File: src/rtl/note_recorder_pkg.sv
// Shared song-entry definitions: note/octave codes, entry field widths, FSM encoding
// and the key/pitch encoders used by the recorder (auto_player reads the same layout).
package note_recorder_pkg;

    localparam int NOTE_W = 3;
    localparam int OCT_W  = 2;
    localparam int CODE_W = OCT_W + NOTE_W;

    localparam logic [NOTE_W-1:0] NOTE_REST = 3'd0;
    localparam logic [NOTE_W-1:0] NOTE_DO   = 3'd1;
    localparam logic [NOTE_W-1:0] NOTE_RE   = 3'd2;
    localparam logic [NOTE_W-1:0] NOTE_MI   = 3'd3;
    localparam logic [NOTE_W-1:0] NOTE_FA   = 3'd4;
    localparam logic [NOTE_W-1:0] NOTE_SOL  = 3'd5;
    localparam logic [NOTE_W-1:0] NOTE_LA   = 3'd6;
    localparam logic [NOTE_W-1:0] NOTE_SI   = 3'd7;

    localparam logic [OCT_W-1:0] OCT_MID  = 2'b00;
    localparam logic [OCT_W-1:0] OCT_LOW  = 2'b01;
    localparam logic [OCT_W-1:0] OCT_HIGH = 2'b10;

    // Bit 1 of the state doubles as the recording flag.
    typedef enum logic [1:0] {
        ST_IDLE  = 2'b00,
        ST_ARMED = 2'b10,
        ST_TRACK = 2'b11
    } state_t;

    // key[6] is do, key[0] is si; the highest pressed index wins.
    function automatic logic [NOTE_W-1:0] encode_note(input logic [6:0] keys);
        logic [NOTE_W-1:0] note;
        note = NOTE_REST;
        for (int i = 0; i < 7; i++) begin
            if (keys[i]) note = NOTE_W'(7 - i);
        end
        return note;
    endfunction

    function automatic logic [OCT_W-1:0] encode_octave(input logic [1:0] sw);
        case (sw)
            2'b01:   return OCT_LOW;
            2'b10:   return OCT_HIGH;
            default: return OCT_MID;
        endcase
    endfunction

endpackage

File: src/rtl/note_recorder_debounce.sv
// Per-bit debouncer: raw inputs are synchronised, and each bit's accepted value follows
// the raw value only once it has differed continuously for CYCLES clocks.
module key_debounce #(
    parameter int WIDTH  = 1,
    parameter int CYCLES = 2
) (
    input  logic             clk,
    input  logic             rst,
    input  logic [WIDTH-1:0] raw,
    output logic [WIDTH-1:0] stable
);
    localparam int CNT_W = $clog2(CYCLES + 1);

    logic [WIDTH-1:0] sync1;
    logic [WIDTH-1:0] sync2;
    logic [CNT_W-1:0] cnt [WIDTH];

    always_ff @(posedge clk) begin
        if (rst) begin
            sync1  <= '0;
            sync2  <= '0;
            stable <= '0;
            for (int i = 0; i < WIDTH; i++) cnt[i] <= '0;
        end else begin
            sync1 <= raw;
            sync2 <= sync1;
            for (int i = 0; i < WIDTH; i++) begin
                // Any return to the accepted value restarts that bit's window.
                if (sync2[i] == stable[i]) begin
                    cnt[i] <= '0;
                end else if (cnt[i] == CNT_W'(CYCLES - 1)) begin
                    stable[i] <= sync2[i];
                    cnt[i]    <= '0;
                end else begin
                    cnt[i] <= cnt[i] + 1'b1;
                end
            end
        end
    end

endmodule

File: src/rtl/note_recorder.sv
// Record-mode writer for song RAM: debounces keys/pitch, times each held note in ticks and
// emits one {octave, note, dur} entry per note through the wr_* port.
module note_recorder
    import note_recorder_pkg::*;
#(
    parameter int CLK_HZ      = 100_000_000,
    parameter int DEBOUNCE_MS = 20,
    parameter int TICK_MS     = 10,
    parameter int ADDR_W      = 6,
    parameter int DUR_W       = 8
) (
    input  logic                     clk,
    input  logic                     rst,
    input  logic                     en,
    input  logic                     start,
    input  logic                     stop,
    input  logic [6:0]               key,
    input  logic [1:0]               pitch,
    output logic                     wr_en,
    output logic [ADDR_W-1:0]        wr_addr,
    output logic [CODE_W+DUR_W-1:0]  wr_data,
    output logic [ADDR_W:0]          length,
    output logic                     recording,
    output logic                     full
);
    localparam int DEB_CYCLES  = (CLK_HZ / 1000) * DEBOUNCE_MS;
    localparam int TICK_CYCLES = (CLK_HZ / 1000) * TICK_MS;
    localparam int TICK_W      = $clog2(TICK_CYCLES + 1);
    localparam logic [DUR_W-1:0] DUR_MAX = '1;

    logic [6:0]        key_db;
    logic [1:0]        pitch_db;
    logic [CODE_W-1:0] code;
    logic [CODE_W-1:0] code_q;
    logic              code_change;
    logic [TICK_W-1:0] tick_cnt;
    logic              tick;
    state_t            state;
    logic [CODE_W-1:0] cur_code;
    logic [DUR_W-1:0]  dur;
    logic              last_write;

    key_debounce #(.WIDTH(7), .CYCLES(DEB_CYCLES)) u_key_db (
        .clk    (clk),
        .rst    (rst),
        .raw    (key),
        .stable (key_db)
    );

    key_debounce #(.WIDTH(2), .CYCLES(DEB_CYCLES)) u_pitch_db (
        .clk    (clk),
        .rst    (rst),
        .raw    (pitch),
        .stable (pitch_db)
    );

    assign code        = {encode_octave(pitch_db), encode_note(key_db)};
    assign code_change = (code != code_q);
    assign tick        = !code_change && (tick_cnt == TICK_W'(TICK_CYCLES - 1));
    assign last_write  = wr_en && (&wr_addr);
    assign recording   = state[1];

    // Prescaler restarts on every code change so a note's first tick is a full period away.
    always_ff @(posedge clk) begin
        if (rst) begin
            code_q   <= '0;
            tick_cnt <= '0;
        end else begin
            code_q <= code;
            if (code_change || tick) tick_cnt <= '0;
            else                     tick_cnt <= tick_cnt + 1'b1;
        end
    end

    always_ff @(posedge clk) begin
        if (rst) begin
            state    <= ST_IDLE;
            cur_code <= '0;
            dur      <= '0;
            wr_en    <= 1'b0;
            wr_addr  <= '0;
            wr_data  <= '0;
            length   <= '0;
            full     <= 1'b0;
        end else begin
            wr_en <= 1'b0;
            if (start && en) begin
                state   <= ST_ARMED;
                length  <= '0;
                wr_addr <= '0;
                full    <= 1'b0;
                dur     <= '0;
            end else begin
                if (wr_en) begin
                    wr_addr <= wr_addr + 1'b1;
                    length  <= length + 1'b1;
                    if (&wr_addr) begin
                        full  <= 1'b1;
                        state <= ST_IDLE;
                    end
                end
                // The cycle the last slot is committed, nothing else may be recorded.
                if (!last_write) begin
                    case (state)
                        ST_IDLE: ;
                        ST_ARMED: begin
                            if (!en) begin
                                state <= ST_IDLE;
                            end else if (code[NOTE_W-1:0] != NOTE_REST) begin
                                cur_code <= code;
                                dur      <= '0;
                                state    <= ST_TRACK;
                            end
                        end
                        ST_TRACK: begin
                            if (stop || !en) begin
                                if (cur_code[NOTE_W-1:0] != NOTE_REST && dur != '0) begin
                                    wr_en   <= 1'b1;
                                    wr_data <= {cur_code, dur};
                                end
                                state <= ST_IDLE;
                            end else if (code != cur_code) begin
                                // A zero-length code is a glitch and is silently replaced.
                                if (dur != '0) begin
                                    wr_en   <= 1'b1;
                                    wr_data <= {cur_code, dur};
                                end
                                cur_code <= code;
                                dur      <= '0;
                            end else if (tick) begin
                                if (dur == DUR_MAX - 1'b1) begin
                                    wr_en   <= 1'b1;
                                    wr_data <= {cur_code, DUR_MAX};
                                    dur     <= '0;
                                end else begin
                                    dur <= dur + 1'b1;
                                end
                            end
                        end
                        default: state <= ST_IDLE;
                    endcase
                end
            end
        end
    end

endmodule
File: config.mk
export PLATFORM = sky130hd
export DESIGN_NAME = note_recorder
export DESIGN_NICKNAME = d
export VERILOG_FILES = /design/src/rtl/note_recorder_pkg.sv /design/src/rtl/note_recorder_debounce.sv /design/src/rtl/note_recorder.sv
export SDC_FILE = /design/constraint.sdc
export NUM_CORES = 1
export LEC_CHECK = 0
export BUFFER_PORTS_ARGS = -buffer_cell sky130_fd_sc_hd__buf_2
export CAP_MARGIN = 10
export CORE_ASPECT_RATIO = 1.25
export CORE_UTILIZATION = 40
export CTS_CLUSTER_SIZE = 25
export DETAILED_ROUTE_END_ITERATION = 8
export HOLD_SLACK_MARGIN = 0.02
export SETUP_SLACK_MARGIN = 0.02
export SYNTH_ARGS = -nofsm -noshare
export SYNTH_HDL_FRONTEND = slang
export SYNTH_SLANG_ARGS = --single-unit
File: constraint.sdc
create_clock -name clk -period 3.9 [get_ports clk]
set_input_delay 0.195 -clock clk [delete_from_list [all_inputs] [get_ports clk]]
set_output_delay 0.195 -clock clk [all_outputs]
set_load 0.02 [all_outputs]
Word level (Yosys, flattened, before mapping)
Memories as Yosys holds them, arrays and structs flattened.
Index checks and enable logic that the tools add are counted.
Widths: inputs -> output; s select.
{"block": "op_classes", "muxes": 168, "addsub": 13, "reduce_logical": 32, "eq_ne": 33, "n_bitwise": 39}
{"cell": "$mux 21", "count": 27}
{"cell": "$add 21x1->21 const B", "count": 9}
{"cell": "$eq 21x21->1 const B", "count": 9}
{"cell": "$mux 1", "count": 107}
{"cell": "$mux 13", "count": 6}
{"cell": "$mux 8", "count": 6}
{"cell": "$or 1x1->1", "count": 27}
{"cell": "$mux 3", "count": 7}
{"cell": "$reduce_and 7->1", "count": 3}
{"cell": "$add 20x1->20 const B", "count": 1}
{"cell": "$eq 20x20->1 const B", "count": 1}
{"cell": "$mux 5", "count": 4}
{"cell": "$reduce_and 2->1", "count": 9}
{"cell": "$pmux 8 s2", "count": 1}
{"cell": "$mux 2", "count": 7}
{"cell": "$not 1->1", "count": 12}
{"cell": "$reduce_and 6->1", "count": 2}
{"cell": "$reduce_bool 3->1", "count": 4}
{"cell": "$ne 5x5->1", "count": 2}
{"cell": "$pmux 5 s2", "count": 1}
{"cell": "$eq 1x1->1", "count": 9}
{"cell": "$add 8x1->8 const B", "count": 1}
{"cell": "$eq 8x8->1 const B", "count": 1}
{"cell": "$ne 2x2->1 const B", "count": 4}
{"cell": "other kinds (16)", "count": 25}
{"block": "totals", "n_memories": 2, "inputBits": 14, "word_cells": 311, "mem_bits_rw": 189, "register_bits": 95}
{"memory": "u_key_db.cnt", "words": 7, "word_bits": 21, "rd": 7, "rd_ports_with_merged_regs": 0, "wr": 7, "line_no": "note_recorder_debounce.sv:16", "rtl": "logic [CNT_W-1:0] cnt [WIDTH];"}
{"memory": "u_pitch_db.cnt", "words": 2, "word_bits": 21, "rd": 2, "rd_ports_with_merged_regs": 0, "wr": 2, "line_no": "note_recorder_debounce.sv:16"}

Longest topological paths before layout
{"block": "depth", "word_depth": 14, "mapped_depth": 9, "ltp_nobuf": 8}

Modules after synthesis
Synthesis repeated with hierarchy kept, for this count alone.
{"block": "hier_totals", "cells_unflattened": 1470, "area_unflattened_um2": 14801.7}
{"module": "key_debounce at u_key_db", "seq_area_each_um2": 4834.6, "cells_each": 853, "n_inst": 1, "area_each_um2": 8866.0}
{"module": "note_recorder", "seq_area_each_um2": 1361.3, "cells_each": 372, "n_inst": 1, "area_each_um2": 3354.5}
{"module": "key_debounce at u_pitch_db", "seq_area_each_um2": 1381.3, "cells_each": 245, "n_inst": 1, "area_each_um2": 2581.2}

Worst setup path after synthesis
No wires, ideal clock.
{"block": "synth_path", "path_type": "reg-to-reg", "start": "register u_key_db.stable[3]", "end": "register wr_data[4]", "arrival_time_ns": 2.227, "path_buffers": 2, "t_required_ns": 3.781, "setup_ns": 0.119, "slack_ns": 1.554, "stages_incl_launch_ff": 9, "path_cell_list": "dfxtp_1 > buf_6 > or4_4 > a211oi_4 > o21ai_2 > o31ai_4 > o21ai_4 > buf_6 > o221a_1"}
{"block": "synth_via", "elab_chain_len": 9, "word_cells_on_any_way": 14}
{"element": "from (decl)", "line_no": "note_recorder_debounce.sv:10", "rtl": "output logic [WIDTH-1:0] stable"}
{"element": "from (signal, indexed assignment)", "line_no": "note_recorder_debounce.sv:32", "rtl": "stable[i] <= sync2[i];"}
{"element": "$mux 3 (*) (4 in series)", "line_no": "note_recorder_pkg.sv:34", "rtl": "if (keys[i]) note = NOTE_W'(7 - i);"}
{"element": "$ne 5x5->1", "line_no": "note_recorder.sv:58", "rtl": "assign code_change = (code != code_q);"}
{"element": "$logic_not 1->1", "line_no": "note_recorder.sv:59", "rtl": "assign tick = !code_change && (tick_cnt == TICK_W'(TICK_CYCLES - 1));"}
{"element": "$logic_and 1x1->1", "line_no": "note_recorder.sv:59"}
{"element": "$reduce_bool 3->1 (no line)"}
{"element": "$reduce_and 7->1 (no line)"}
{"element": "to (signal assigned)", "line_no": "note_recorder.sv:119", "rtl": "wr_data <= {cur_code, dur};"}
{"element": "to (signal assigned)", "line_no": "note_recorder.sv:126", "rtl": "wr_data <= {cur_code, dur};"}
{"element": "to (signal assigned)", "line_no": "note_recorder.sv:133", "rtl": "wr_data <= {cur_code, DUR_MAX};"}
{"element": "to (decl)", "line_no": "note_recorder.sv:21", "rtl": "output logic [CODE_W+DUR_W-1:0] wr_data,"}
Mark *: on every way between the ends. The rest lies on a longest branch, timed or not.
A chain may end at the register's enable or synchronous reset.

==> reports/results.env <==
RUN_STATUS='finished clean'
START_KIND='register'
TIMING_MAX_TRANSITION_VIOLATIONS_FINAL=0
ROUTED_WIRELENGTH_UM=25570
DIE_AREA_UM2=35850
SYNTH_LARGEST_AREA_CELL='edfxtp_1'
MAX-CLOCK-PATH-BUFFERS=3
MAXCAPVIOLATIONS=0
CP_MAX_FO=21
SLOWEST_DELAY_PS=690
STDCELL_AREA_UM2=16620
GRT_MAX_DEGREE=46
CTS_MADE_BUFFERS=30
FINALHOLDVIOLCOUNT=0
PORT-BUFFER-COUNT=42
IO_PINS=43
N_ANTENNA_CELL=0
MULTI_INPUT_COMB_AREA_UM2=6897
YOSYSTOPAREACELLSHARE_PCT=40.44
CLKTRANSATPATHREGS_PS=60
POSTSYNTHREGISTERBITS=284
CRITPATHKIND='register to register'
POSTROUTEANTENNANETS=0
WIRE_LENGTH_OF_THE_FIRST_GLOBAL_ROUTING_PASS_UM=44680
ROWS=76
CTS_RESIZED=0
SYNTHDISTINCTLIBCELLS=65
WORST_EP_ARRIVAL_TIME_PS=2960
END_KIND='register'
ORDERED_LIST_OF_CELLS_ON_THE_WORST_PATH='or4b_2, nor4b_1, nand4_1, nor2_1, or3_1, nor2_1'
POST-DP-HPWL_UM=17810
DIE_WIDTH_UM=169.5
MAX_FREQ_MHz=372.6
POWER.DENSITY_CELL_AREA_nW_PER_UM2=403.5
MIN_PERIOD_PS=2684
WL_PER_CELL_UM=12.18
SYNTHTOPCELLSBYAREA='edfxtp_1 (40%), dfxtp_1 (14%), xor2_1 (7.8%)'
FINISH.NET_COUNT=1637
RSZ0062_AT_GRT='false'
FINAL_MIN_PERIOD_OVER_CLOCK_PERIOD_PCT=68.81
DRT_FIRST_PASS_ITERS=4
POST_SYNTH_INST_COUNT=1370
SEQUENTIAL_TO_TOTAL_AREA_SHARE_FROM_YOSYS_STAT_PCT=53.98
PLACE_CONGESTION=0.8134
WORST_IR_DROP_VDD_uV=311.6
FINAL-SEQ-AREA_UM2=7577
ASYNC_RESET_FF_SHARE_PCT=0
TIMING.SETUP.TNS_PS=0
SYNTH_EDF_COUNT=189
GRTUSAGETOTAL_PCT=14.82
DIE_Y_UM=211.4
POSTSYNTHAREAPERCELL_UM2=10.25
LAYOUT_CELLS_SIZED_ABOVE_1_PCT=7.292
GRT_OVERFLOW=0
SYN_TO_FINAL_GROWTH_PCT=18.39
DETAIL_ROUTE.VIAS_PER_CELL=4.738
DPL_CELL_AREA_UM2=15390
YOSYS_MOST_USED_DFF='edfxtp_1'
HOLD_PATH.CLASS='input pin to register'
INITIAL_CORE_UTIL_PCT=40.66
FLOORPLAN.CORE_AREA_UM2=34520
CP_DATA_REQUIRED_TIME_PS=4180
CRIT_SLOWEST_CELL='or4b_2'
NUMBER_OF_VIAS_IN_THE_ROUTED_LAYOUT=9949
CLOCK-SKEW-FINAL_PS=15.05
FINAL_LAYOUT_FILL_CELL_COUNT=3263
MOSTFREQUENTLAYOUTCELL='nor2_1'
DETAIL_ROUTE.ITER0.VIOLATIONS=357
STATIC-LEAKAGE-POWER_nW=5.962
YOSYS_WARNINGS=0
REPORT.FINAL.SETUP_VIOL=0
MOST-COMMON-LAYOUT-CELLS='nor2_1 (274), edfxtp_1 (189), conb_1 (189), xor2_1 (125), nand2_1 (107)'
SINKS_ON_CLOCK_NET=284
HTREEDEPTH=1
CTS_ROOT_BUF='clkbuf_16'
TOTAL_POWER_mW=6.705
CLKLATENCYLATEPIN_PS=570
MOST_COMMON_CELL_TYPE_ON_THE_CRITICAL_PATH='nor2_1'
TIGHTEST_SLEW_PS=808.4
TRITONCTS_CLOCK_TREE='yes'
FIRST_GLOBAL_VIAS=9869
SLEW_HEADROOM_PCT=45.65
DRC_MARKERS=0
ANTENNA_FOUND_INITIAL=0
SYNTHESIS.AREA_UM2=14040
critical path, delay by kind of cell (launching register included):
family	cells	cell delay (ps)
and+or+nand+nor	6	1990
DFF	1	410
power breakdown:
group          leakage, nW  total, mW  internal [mW]  switching (mW)
registers             2.72       3.40           3.31          0.0934
logic                 2.69      0.211         0.0864           0.125
clock network        0.549       3.10           1.90            1.20
cells by family (layout without fill, tap and decap cells):
group / count (synthesis) / after routing / share of synthesized area (%)
simple gates: 705 / 705 / 24.63
flops: 284 / 284 / 53.98
xor+xnor: 198 / 198 / 12.36
compound gates: 81 / 81 / 4.404
buf+inv: 67 / 141 / 1.908
mux: 19 / 19 / 1.355
fa+ha+maj: 15 / 15 / 1.337
other cells: 1 / 189 / 0.02672
registers in the layout, summed over array words and instances, names as in the netlist:
signal,cells
u_key_db.cnt,147
u_pitch_db.cnt,42
tick_cnt,20
wr_data,13
dur,8
length,7
u_key_db.stable,7
u_key_db.sync1,7
u_key_db.sync2,7
wr_addr,6
code_q,5
cur_code,5
state,2
u_pitch_db.stable,2
u_pitch_db.sync1,2
u_pitch_db.sync2,2
full,1
wr_en,1
final timing paths:
path                        from              endpoint  slack (ps)  cells after the start
max          u_key_db.cnt[0][98]  u_key_db.cnt[0][103]        1220                      6
max reg2reg  u_key_db.cnt[0][98]  u_key_db.cnt[0][103]        1220                      6
min reg2reg  u_pitch_db.sync1[0]   u_pitch_db.sync2[0]         430                      1
min                         stop              state[0]         170                      5
synthesized netlist by cell type, types with 5 or more instances:
cell and count:
nor4b_1 13, o21ai_0 24, xor2_1 125, nor4_1 17, edfxtp_1 189, nor2b_1 23
nand2b_1 5, ha_1 15, xnor2_1 73, clkbuf_1 33, dfxtp_1 95, nor2_1 274
nand4_1 37, a21oi_1 21, inv_1 29, nand3_1 90, and3_1 33, and4_1 21
o31ai_1 5, nand2_1 107, mux2i_1 19, nor3_1 23, or3_1 27, and2_1 8
final cells by class:
type                            instances  share of cell area, %
Timing Repair Buffer                   56                  2.078
Inverter                               29                 0.6551
Sequential cell                       284                  45.60
Clock inverter                         16                 0.9487
Clock buffer                           40                  5.692
Multi-Input combinational cell       1207                  41.50
Tap cell                              468                  3.524
stage by stage:
stage	setup slack, ps	util, %	hold WS (ps)	instances
2_1_floorplan	1554	-	323.2	1558
3_3_place_gp	1224	44.60	405.6	2032
3_5_place_dp	1205	44.60	415.9	2032
4_1_cts	1180	48.14	135.1	2100
5_1_grt	892.0	48.14	203.0	2100
6_report	1216	48.14	165.8	2100
per-layer routing:
metal | global-route usage (%) | wire, µm | share of wire [%]
met1 | 18.16 | 11610 | 45
met2 | 26.65 | 12610 | 49
met3 | 2.356 | 856 | 3.3
met4 | 4.349 | 497 | 1.9
met5 | 0 | 0 | 0
timing repair:
| item | in CTS | in global routing |
|---|---|---|
| endpoints found under the hold margin | 12 | 0 |
| buffers inserted | 0 | 0 |
| hold buffers | 12 | 0 |
Note: power is estimated with default switching activity, not from simulation.
